$ cat src/rtl/mem_arbiter_pkg.sv
// Shared definitions for the two-port memory arbiter.
//   arb_state_t  : FSM encoding (IDLE / ISSUE / WAIT, 2 bits)
//   REQ_CORE     : requester id of the core (datapath) port
//   REQ_LOADER   : requester id of the loader port
package mem_arbiter_pkg;

  typedef enum logic [1:0] {
    IDLE  = 2'd0,
    ISSUE = 2'd1,
    WAIT  = 2'd2
  } arb_state_t;

  localparam logic REQ_CORE   = 1'b0;
  localparam logic REQ_LOADER = 1'b1;

  // With only two requesters, the "other" requester is just the inverted id.
  function automatic logic other_id(input logic id);
    return ~id;
  endfunction

endpackage

$ cat src/rtl/mem_arbiter_rr_picker.sv
// Two-way round-robin picker (purely combinational).
//   c_req       in  core request
//   l_req       in  loader request
//   last_grant  in  id of the requester granted most recently
//   grant_valid out at least one requester is asking
//   grant_id    out id of the winning requester (meaningful when grant_valid)
module rr_picker
  import mem_arbiter_pkg::*;
(
  input  logic c_req,
  input  logic l_req,
  input  logic last_grant,
  output logic grant_valid,
  output logic grant_id
);

  always_comb begin
    grant_valid = c_req | l_req;
    grant_id    = REQ_CORE;
    if (c_req && l_req) begin
      // Tie: whoever did not win last time goes first.
      grant_id = other_id(last_grant);
    end else if (l_req) begin
      grant_id = REQ_LOADER;
    end
  end

endmodule

$ cat src/rtl/mem_arbiter.sv
// Arbiter sharing one single-port memory between the core and the loader.
// Each access takes three cycles: IDLE (arbitrate + latch), ISSUE (memory
// strobe), WAIT (read data returns, winner is acked).
//
//   clock, rst                        clock and synchronous active-high reset
//   c_req/c_we/c_addr/c_wdata         core request port
//   c_ack/c_rdata/c_stall             core completion, read data, stall
//   l_req/l_we/l_addr/l_wdata         loader request port
//   l_ack/l_rdata                     loader completion and read data
//   m_addr/m_writedata/m_write/m_read memory command (registered)
//   m_rdata                           memory read data, one cycle after m_read
//
// state | meaning
// ------+----------------------------------------------------------------
// IDLE  | arbitrate; on a request latch winner, addr, we, wdata
// ISSUE | memory strobe high for one cycle using the latched command
// WAIT  | memory data valid; winner ack high, read data captured
module mem_arbiter
  import mem_arbiter_pkg::*;
#(
  parameter int DATA_W = 16,
  parameter int ADDR_W = 16
) (
  input  logic              clock,
  input  logic              rst,
  // core port
  input  logic              c_req,
  input  logic              c_we,
  input  logic [ADDR_W-1:0] c_addr,
  input  logic [DATA_W-1:0] c_wdata,
  output logic              c_ack,
  output logic [DATA_W-1:0] c_rdata,
  output logic              c_stall,
  // loader port
  input  logic              l_req,
  input  logic              l_we,
  input  logic [ADDR_W-1:0] l_addr,
  input  logic [DATA_W-1:0] l_wdata,
  output logic              l_ack,
  output logic [DATA_W-1:0] l_rdata,
  // memory port
  output logic [ADDR_W-1:0] m_addr,
  output logic [DATA_W-1:0] m_writedata,
  output logic              m_write,
  output logic              m_read,
  input  logic [DATA_W-1:0] m_rdata
);

  arb_state_t        state;
  logic              win_id;
  logic              lat_we;
  logic              last_grant;
  logic [DATA_W-1:0] c_rdata_q;
  logic [DATA_W-1:0] l_rdata_q;

  logic              grant_valid;
  logic              grant_id;
  logic              sel_we;
  logic [ADDR_W-1:0] sel_addr;
  logic [DATA_W-1:0] sel_wdata;
  logic [DATA_W-1:0] wait_rdata;

  rr_picker u_rr_picker (
    .c_req       (c_req),
    .l_req       (l_req),
    .last_grant  (last_grant),
    .grant_valid (grant_valid),
    .grant_id    (grant_id)
  );

  always_comb begin
    sel_we    = c_we;
    sel_addr  = c_addr;
    sel_wdata = c_wdata;
    if (grant_id == REQ_LOADER) begin
      sel_we    = l_we;
      sel_addr  = l_addr;
      sel_wdata = l_wdata;
    end
  end

  // Memory data only arrives in WAIT, so the ack cycle shows it directly;
  // the register takes over from the following cycle on.
  assign wait_rdata = lat_we ? '0 : m_rdata;
  assign c_rdata    = c_ack ? wait_rdata : c_rdata_q;
  assign l_rdata    = l_ack ? wait_rdata : l_rdata_q;
  assign c_stall    = c_req & ~c_ack;

  // m_addr / m_writedata double as the latched address and write data;
  // they are only loaded on IDLE->ISSUE, so they hold between accesses.
  always_ff @(posedge clock) begin
    if (rst) begin
      state       <= IDLE;
      win_id      <= REQ_CORE;
      lat_we      <= 1'b0;
      last_grant  <= REQ_LOADER;
      m_addr      <= '0;
      m_writedata <= '0;
      m_write     <= 1'b0;
      m_read      <= 1'b0;
      c_ack       <= 1'b0;
      l_ack       <= 1'b0;
      c_rdata_q   <= '0;
      l_rdata_q   <= '0;
    end else begin
      m_write <= 1'b0;
      m_read  <= 1'b0;
      c_ack   <= 1'b0;
      l_ack   <= 1'b0;
      case (state)
        IDLE: begin
          if (grant_valid) begin
            win_id      <= grant_id;
            last_grant  <= grant_id;
            lat_we      <= sel_we;
            m_addr      <= sel_addr;
            m_writedata <= sel_wdata;
            m_write     <= sel_we;
            m_read      <= ~sel_we;
            state       <= ISSUE;
          end
        end
        ISSUE: begin
          c_ack <= (win_id == REQ_CORE);
          l_ack <= (win_id == REQ_LOADER);
          state <= WAIT;
        end
        WAIT: begin
          if (win_id == REQ_CORE) begin
            c_rdata_q <= wait_rdata;
          end else begin
            l_rdata_q <= wait_rdata;
          end
          state <= IDLE;
        end
        default: state <= IDLE;
      endcase
    end
  end

endmodule

$ cat config.mk
export PLATFORM = sky130hd
export DESIGN_NAME = mem_arbiter
export DESIGN_NICKNAME = d
export VERILOG_FILES = /design/src/rtl/mem_arbiter_pkg.sv /design/src/rtl/mem_arbiter_rr_picker.sv /design/src/rtl/mem_arbiter.sv
export SDC_FILE = /design/constraint.sdc
export NUM_CORES = 1
export LEC_CHECK = 0
export ABC_AREA = 0
export CAP_MARGIN = 20
export CELL_PAD_IN_SITES_DETAIL_PLACEMENT = 0
export CELL_PAD_IN_SITES_GLOBAL_PLACEMENT = 2
export CORE_MARGIN = 2
export CORE_UTILIZATION = 31
export CTS_CLUSTER_DIAMETER = 30
export DETAILED_ROUTE_END_ITERATION = 16
export DONT_BUFFER_PORTS = 1
export GPL_ROUTABILITY_DRIVEN = 1
export HOLD_SLACK_MARGIN = 0.03
export PLACE_DENSITY = 0.78
export SYNTH_ARGS = -nofsm -noshare
export SYNTH_HDL_FRONTEND = slang
export SYNTH_SLANG_ARGS = --single-unit
$ cat constraint.sdc
create_clock -name clock -period 1.2 [get_ports clock]
set_input_delay 0.24 -clock clock [delete_from_list [all_inputs] [get_ports clock]]
set_output_delay 0.24 -clock clock [all_outputs]
set_load 0.02 [all_outputs]
Yosys cells after proc, flatten, opt, wreduce, memory -nomap -nowiden
Index checks and enable logic that the tools add are counted.
- flip-flop bits (word level): 73
- logic and storage cells: 41
- eq/ne operators: 3
- muxes and demuxes: 10
- bitwise gates (word level): 9
- reductions and logical operators: 7
- operator list (operator ; number):
    $mux W16 ; 5
    $not A1 Y1 ; 7
    $reduce_and A2 Y1 ; 3
    $pmux W2 S2 ; 1
    $mux W1 ; 3
    $reduce_or A3 Y1 ; 1
    $eq A2 B1 Y1 const B ; 1
    $eq A2 B2 Y1 const B ; 1
    $logic_not A2 Y1 ; 1
    $mux W2 ; 1
    $ne A2 B2 Y1 const B ; 1
    $reduce_or A2 Y1 ; 1
    $and A1 B1 Y1 ; 1
    $logic_and A1 B1 Y1 ; 1
    $or A1 B1 Y1 ; 1

Logic depth before layout (Yosys ltp)
- depth in word-level cells: 4
- mapped depth: 5
- depth with buffers taken out: 3

By module
A second synthesis with hierarchy kept.
- cell total of the unflattened synthesis: 332
- area, all modules: 3241.9 sq um
- by module, submodules not included (module ; instances ; cells an instance ; area each (sq um) ; seq. area each (sq um)):
    mem_arbiter ; 1 ; 330 ; 3228.1 ; 1461.4
    rr_picker ; 1 ; 2 ; 13.8 ; 0.0

Worst setup path before layout
No wires, ideal clock.
- kind: register -> output
- start point: reg l_ack
- end point: out l_rdata[10]
- arrival time: 1353 ps
- required time: 960 ps
- slack: -393 ps
- stages on the path, launching flop included: 4
- path buffers: 2
- path through: dfxtp_1 > clkbuf_1 > buf_2 > mux2_2
- longest elaborated chain between the ends: 1
- ends and longest elaborated chain (what ; RTL line ; text):
    start: declaration ; mem_arbiter.sv:39 ; output logic l_ack,
    start signal: assignment ; mem_arbiter.sv:125 ; l_ack <= (win_id == REQ_LOADER);
    $mux W16 ; mem_arbiter.sv:86 ; assign l_rdata = l_ack ? wait_rdata : l_rdata_q;
    end: declaration ; mem_arbiter.sv:40 ; output logic [DATA_W-1:0] l_rdata,
No other way between the ends.

Worst setup path after layout
- start point: reg lat_we
- end point: out l_rdata[13]
- longest elaborated chain between the ends: 2
- ends and longest elaborated chain (what ; RTL line ; text):
    start: declaration ; mem_arbiter.sv:51 ; logic lat_we;
    start signal: assignment ; mem_arbiter.sv:115 ; lat_we <= sel_we;
    $mux W16 ; mem_arbiter.sv:84 ; assign wait_rdata = lat_we ? '0 : m_rdata;
    $mux W16 ; mem_arbiter.sv:86 ;
No other way between the ends.

==> impl_metrics.env <==
export IMPL_critPathSlowestCell="dfxtp_4"
export IMPL_synth_nets=494
export IMPL_crit_path_max_fanout=8
export IMPL_core_region_area_sq_um=10800
export IMPL_slowest_delay_ns=0.37
export IMPL_routed_top_layer="met4"
export IMPL_die_area_sq_um=11900
export IMPL_timing_worst_setup_path_type="reg -> out"
export IMPL_max_slew_margin=0.777
export IMPL_synthTopCellsByCount="129 x nand2_1, 73 x dfxtp_1, 66 x a21oi_1, 32 x a311oi_1, 32 x mux2_2"
export IMPL_total_power_mw=6.40
export IMPL_wl_met3_um=843
export IMPL_first_global_vias=3173
export IMPL_ys_warn_count=0
export IMPL_io_buffer_count=0
export IMPL_rows=38
export IMPL_clock_latency_ns=0.35
export IMPL_startpoint="lat_we$_SDFFE_PP0P_"
export IMPL_finClkSkew_ns=0.0112
export IMPL_fin_ws_ns=-0.421
export IMPL_viasPerCell=5.24
export IMPL_period_share=1.35
export IMPL_syn_cell_area_sq_um=3420
export IMPL_antenna_found_initial=0
export IMPL_grt_first_pass_wirelength_um=16500
export IMPL_cts_buffer_depth=2
export IMPL_avgSynthCellArea_sq_um=8.38
export IMPL_fin_cells=620
export IMPL_min_period_ns=1.62
export IMPL_ys_seq_area_frac=0.427
export IMPL_hold_viol_final=45
export IMPL_cts_tree="built"
export IMPL_num_antenna_cells=0
export IMPL_yosysTopAreaCellShare=0.427
export IMPL_area_delta_synth_final_pct=58.2
export IMPL_final_util=0.501
export IMPL_status="complete, but fails checks"
export IMPL_synthTopCellsByArea="dfxtp_1 43%, nand2_1 14%, mux2_2 11%"
export IMPL_finalSetupViolCount=99
export IMPL_drt_initial_drc_count=134
export IMPL_p_per_area_nw_per_um2=1180
export IMPL_wl_met1_um=4660
export IMPL_crit_path_end_kind="output pin"
export IMPL_drive_gt1_frac=0.527
export IMPL_whs_ns=-0.0620
export IMPL_die_w_um=109
export IMPL_rsz0062_at_grt="yes"
export IMPL_die_h_um=109
export IMPL_dr_pass1_iters=5
export IMPL_synth_edf_count=0
export IMPL_htree_levels=3
export IMPL_hold_class="in -> reg"
export IMPL_cts_root_buf="clkbuf_8"
export IMPL_r2r_start="state[1]$_SDFFE_PP0P_"
export IMPL_ys_seq_elements=73
export IMPL_detailed_place_hpwl_um=6510
export IMPL_nets=561
export IMPL_crit_chain="buf_6, buf_4, nor2b_4, mux2_4"
export IMPL_grt_use_total=0.185
export IMPL_clkTransAtPathRegs_ns=0.08
export IMPL_maxCapViolCount=0
export IMPL_cts_inserted_buffers=9
export IMPL_worstPathArrival_ns=1.38
export IMPL_fmax_mhz=617
export IMPL_async_reset_ff_frac=0
export IMPL_start_kind="register"
export IMPL_start_util=0.317
export IMPL_met2WireLength_um=6050
export IMPL_io_pins=155
export IMPL_peakVddDrop_mv=0.593
export IMPL_violations="hold timing, setup timing"
export IMPL_worstHoldStart="rst"
export IMPL_overflow=0
export IMPL_grt_max_degree=72
export IMPL_place_inst=571
export IMPL_drc=0
export IMPL_wirelength_um=11700
export IMPL_vias=3250
export IMPL_synthFlopType="dfxtp_1"
export IMPL_synth_cell_types=29
export IMPL_syn_inst=408
export IMPL_worst_slew_pin_slew_ns=0.334
export IMPL_cp_data_required_time_ns=0.96
export IMPL_p_leak_nw=2.20
export IMPL_wl_per_cell_um=18.9
export IMPL_synth_top_cell_by_area="dfxtp_1"
export IMPL_cts_num_sinks=73
export IMPL_slew_violations=0
export IMPL_yosysMostFrequentCell="nand2_1"
export IMPL_drtAntennaViolNets=0
export IMPL_finalWeightedCongestion=0.694
cells in the final DEF, fill, tap and decap left out, types with 2 or more instances in the layout:
cell / n
a21oi_1: 19
a21oi_2: 43
a21oi_4: 4
a311oi_1: 18
a311oi_2: 14
and2b_1: 8
buf_12: 18
buf_16: 5
buf_4: 46
buf_6: 15
buf_8: 5
clkbuf_16: 2
clkbuf_8: 9
clkinv_2: 3
dfxtp_1: 66
dfxtp_2: 2
dfxtp_4: 5
mux2_4: 32
nand2_1: 104
nand2_2: 5
nand2_4: 20
nand3b_1: 2
nor2_1: 2
nor2_4: 2
nor2b_1: 2
nor2b_2: 5
nor2b_4: 3
nor3b_2: 2
o21ai_1: 2
repair_timing:
| action | 4_1_cts | 5_1_grt |
|---|---|---|
| gates cloned | 9 | 3 |
| buffers inserted | 25 | 1 |
| resized for setup | 71 | 116 |
| endpoints found under the hold margin | 71 | 71 |
| endpoints found under the setup margin | 69 | 107 |
| pin swaps | 30 | 58 |
through the flow:
| step | setup WS, ns | TNS, ns | instance area, sq um | hold slack (ns) |
|---|---|---|---|---|
| finish | -0.421 | -16.98 | 5410 | -0.0620 |
| global route | -0.472 | -22.28 | 5410 | -0.0841 |
| CTS | -0.436 | -16.78 | 4950 | -0.0687 |
| detailed placement | -0.0751 | -1.71 | 4030 | 0.320 |
| global placement | -0.0373 | -0.764 | 4030 | 0.318 |
| floorplan | -0.0406 | -0.679 | 3560 | 0.393 |
flip-flops by register name (all words and copies together) (netlist names):
name and flops:
l_rdata_q 16, last_grant 1, c_rdata_q 16, c_ack 1, m_write 1, l_ack 1
state 2, m_addr 16, win_id 1, m_read 1, lat_we 1, m_writedata 16
power by group:
part	switching [mW]	internal [mW]
Sequential	0.185	2.59
Clock	0.950	0.737
Combinational	0.943	0.992
routing by layer:
| metal | vias up | track usage |
|---|---|---|
| met3 | 11 | 0.0622 |
| met5 | - | 0 |
| li1 | 1547 | - |
| met2 | 116 | 0.313 |
| met1 | 1576 | 0.212 |
| met4 | 0 | 0.0778 |
worst paths after layout:
path | cells after the start | slack (ns) | to
setup reg to reg | 6 | -0.14 | c_rdata_q[8]$_SDFFE_PP0P_
hold reg to reg | 2 | 0.45 | c_rdata_q[4]$_SDFFE_PP0P_
setup / recovery | 4 | -0.42 | l_rdata[13]
hold / removal | 1 | -0.06 | l_rdata_q[11]$_SDFFE_PP0P_
worst max-delay path, delay by kind of cell, from the launching register on:
family | cells | cell delay [ns]
buffers and inverters | 2 | 0.32
DFF | 1 | 0.37
and+or+nand+nor | 1 | 0.04
muxes | 1 | 0.30
logic make-up (layout without fill, tap and decap cells):
group	after synthesis	after routing	synth area share
AO/OA/AOI/OAI	103	103	0.190
buffers and inverters	36	108	0.0618
flip-flops	73	73	0.427
multiplexers	33	33	0.108
AND/OR/NAND/NOR	163	163	0.213
area by class of cell:
type	count	area (sq um)
Multi-Input combinational cell	299	2420
Sequential cell	73	1480
Tap cell	140	175
Timing Repair Buffer	92	1170
Clock buffer	10	128
Clock inverter	6	35.0
Fill cell	980	5380
No activity file was read; power rests on OpenSTA's default activity.
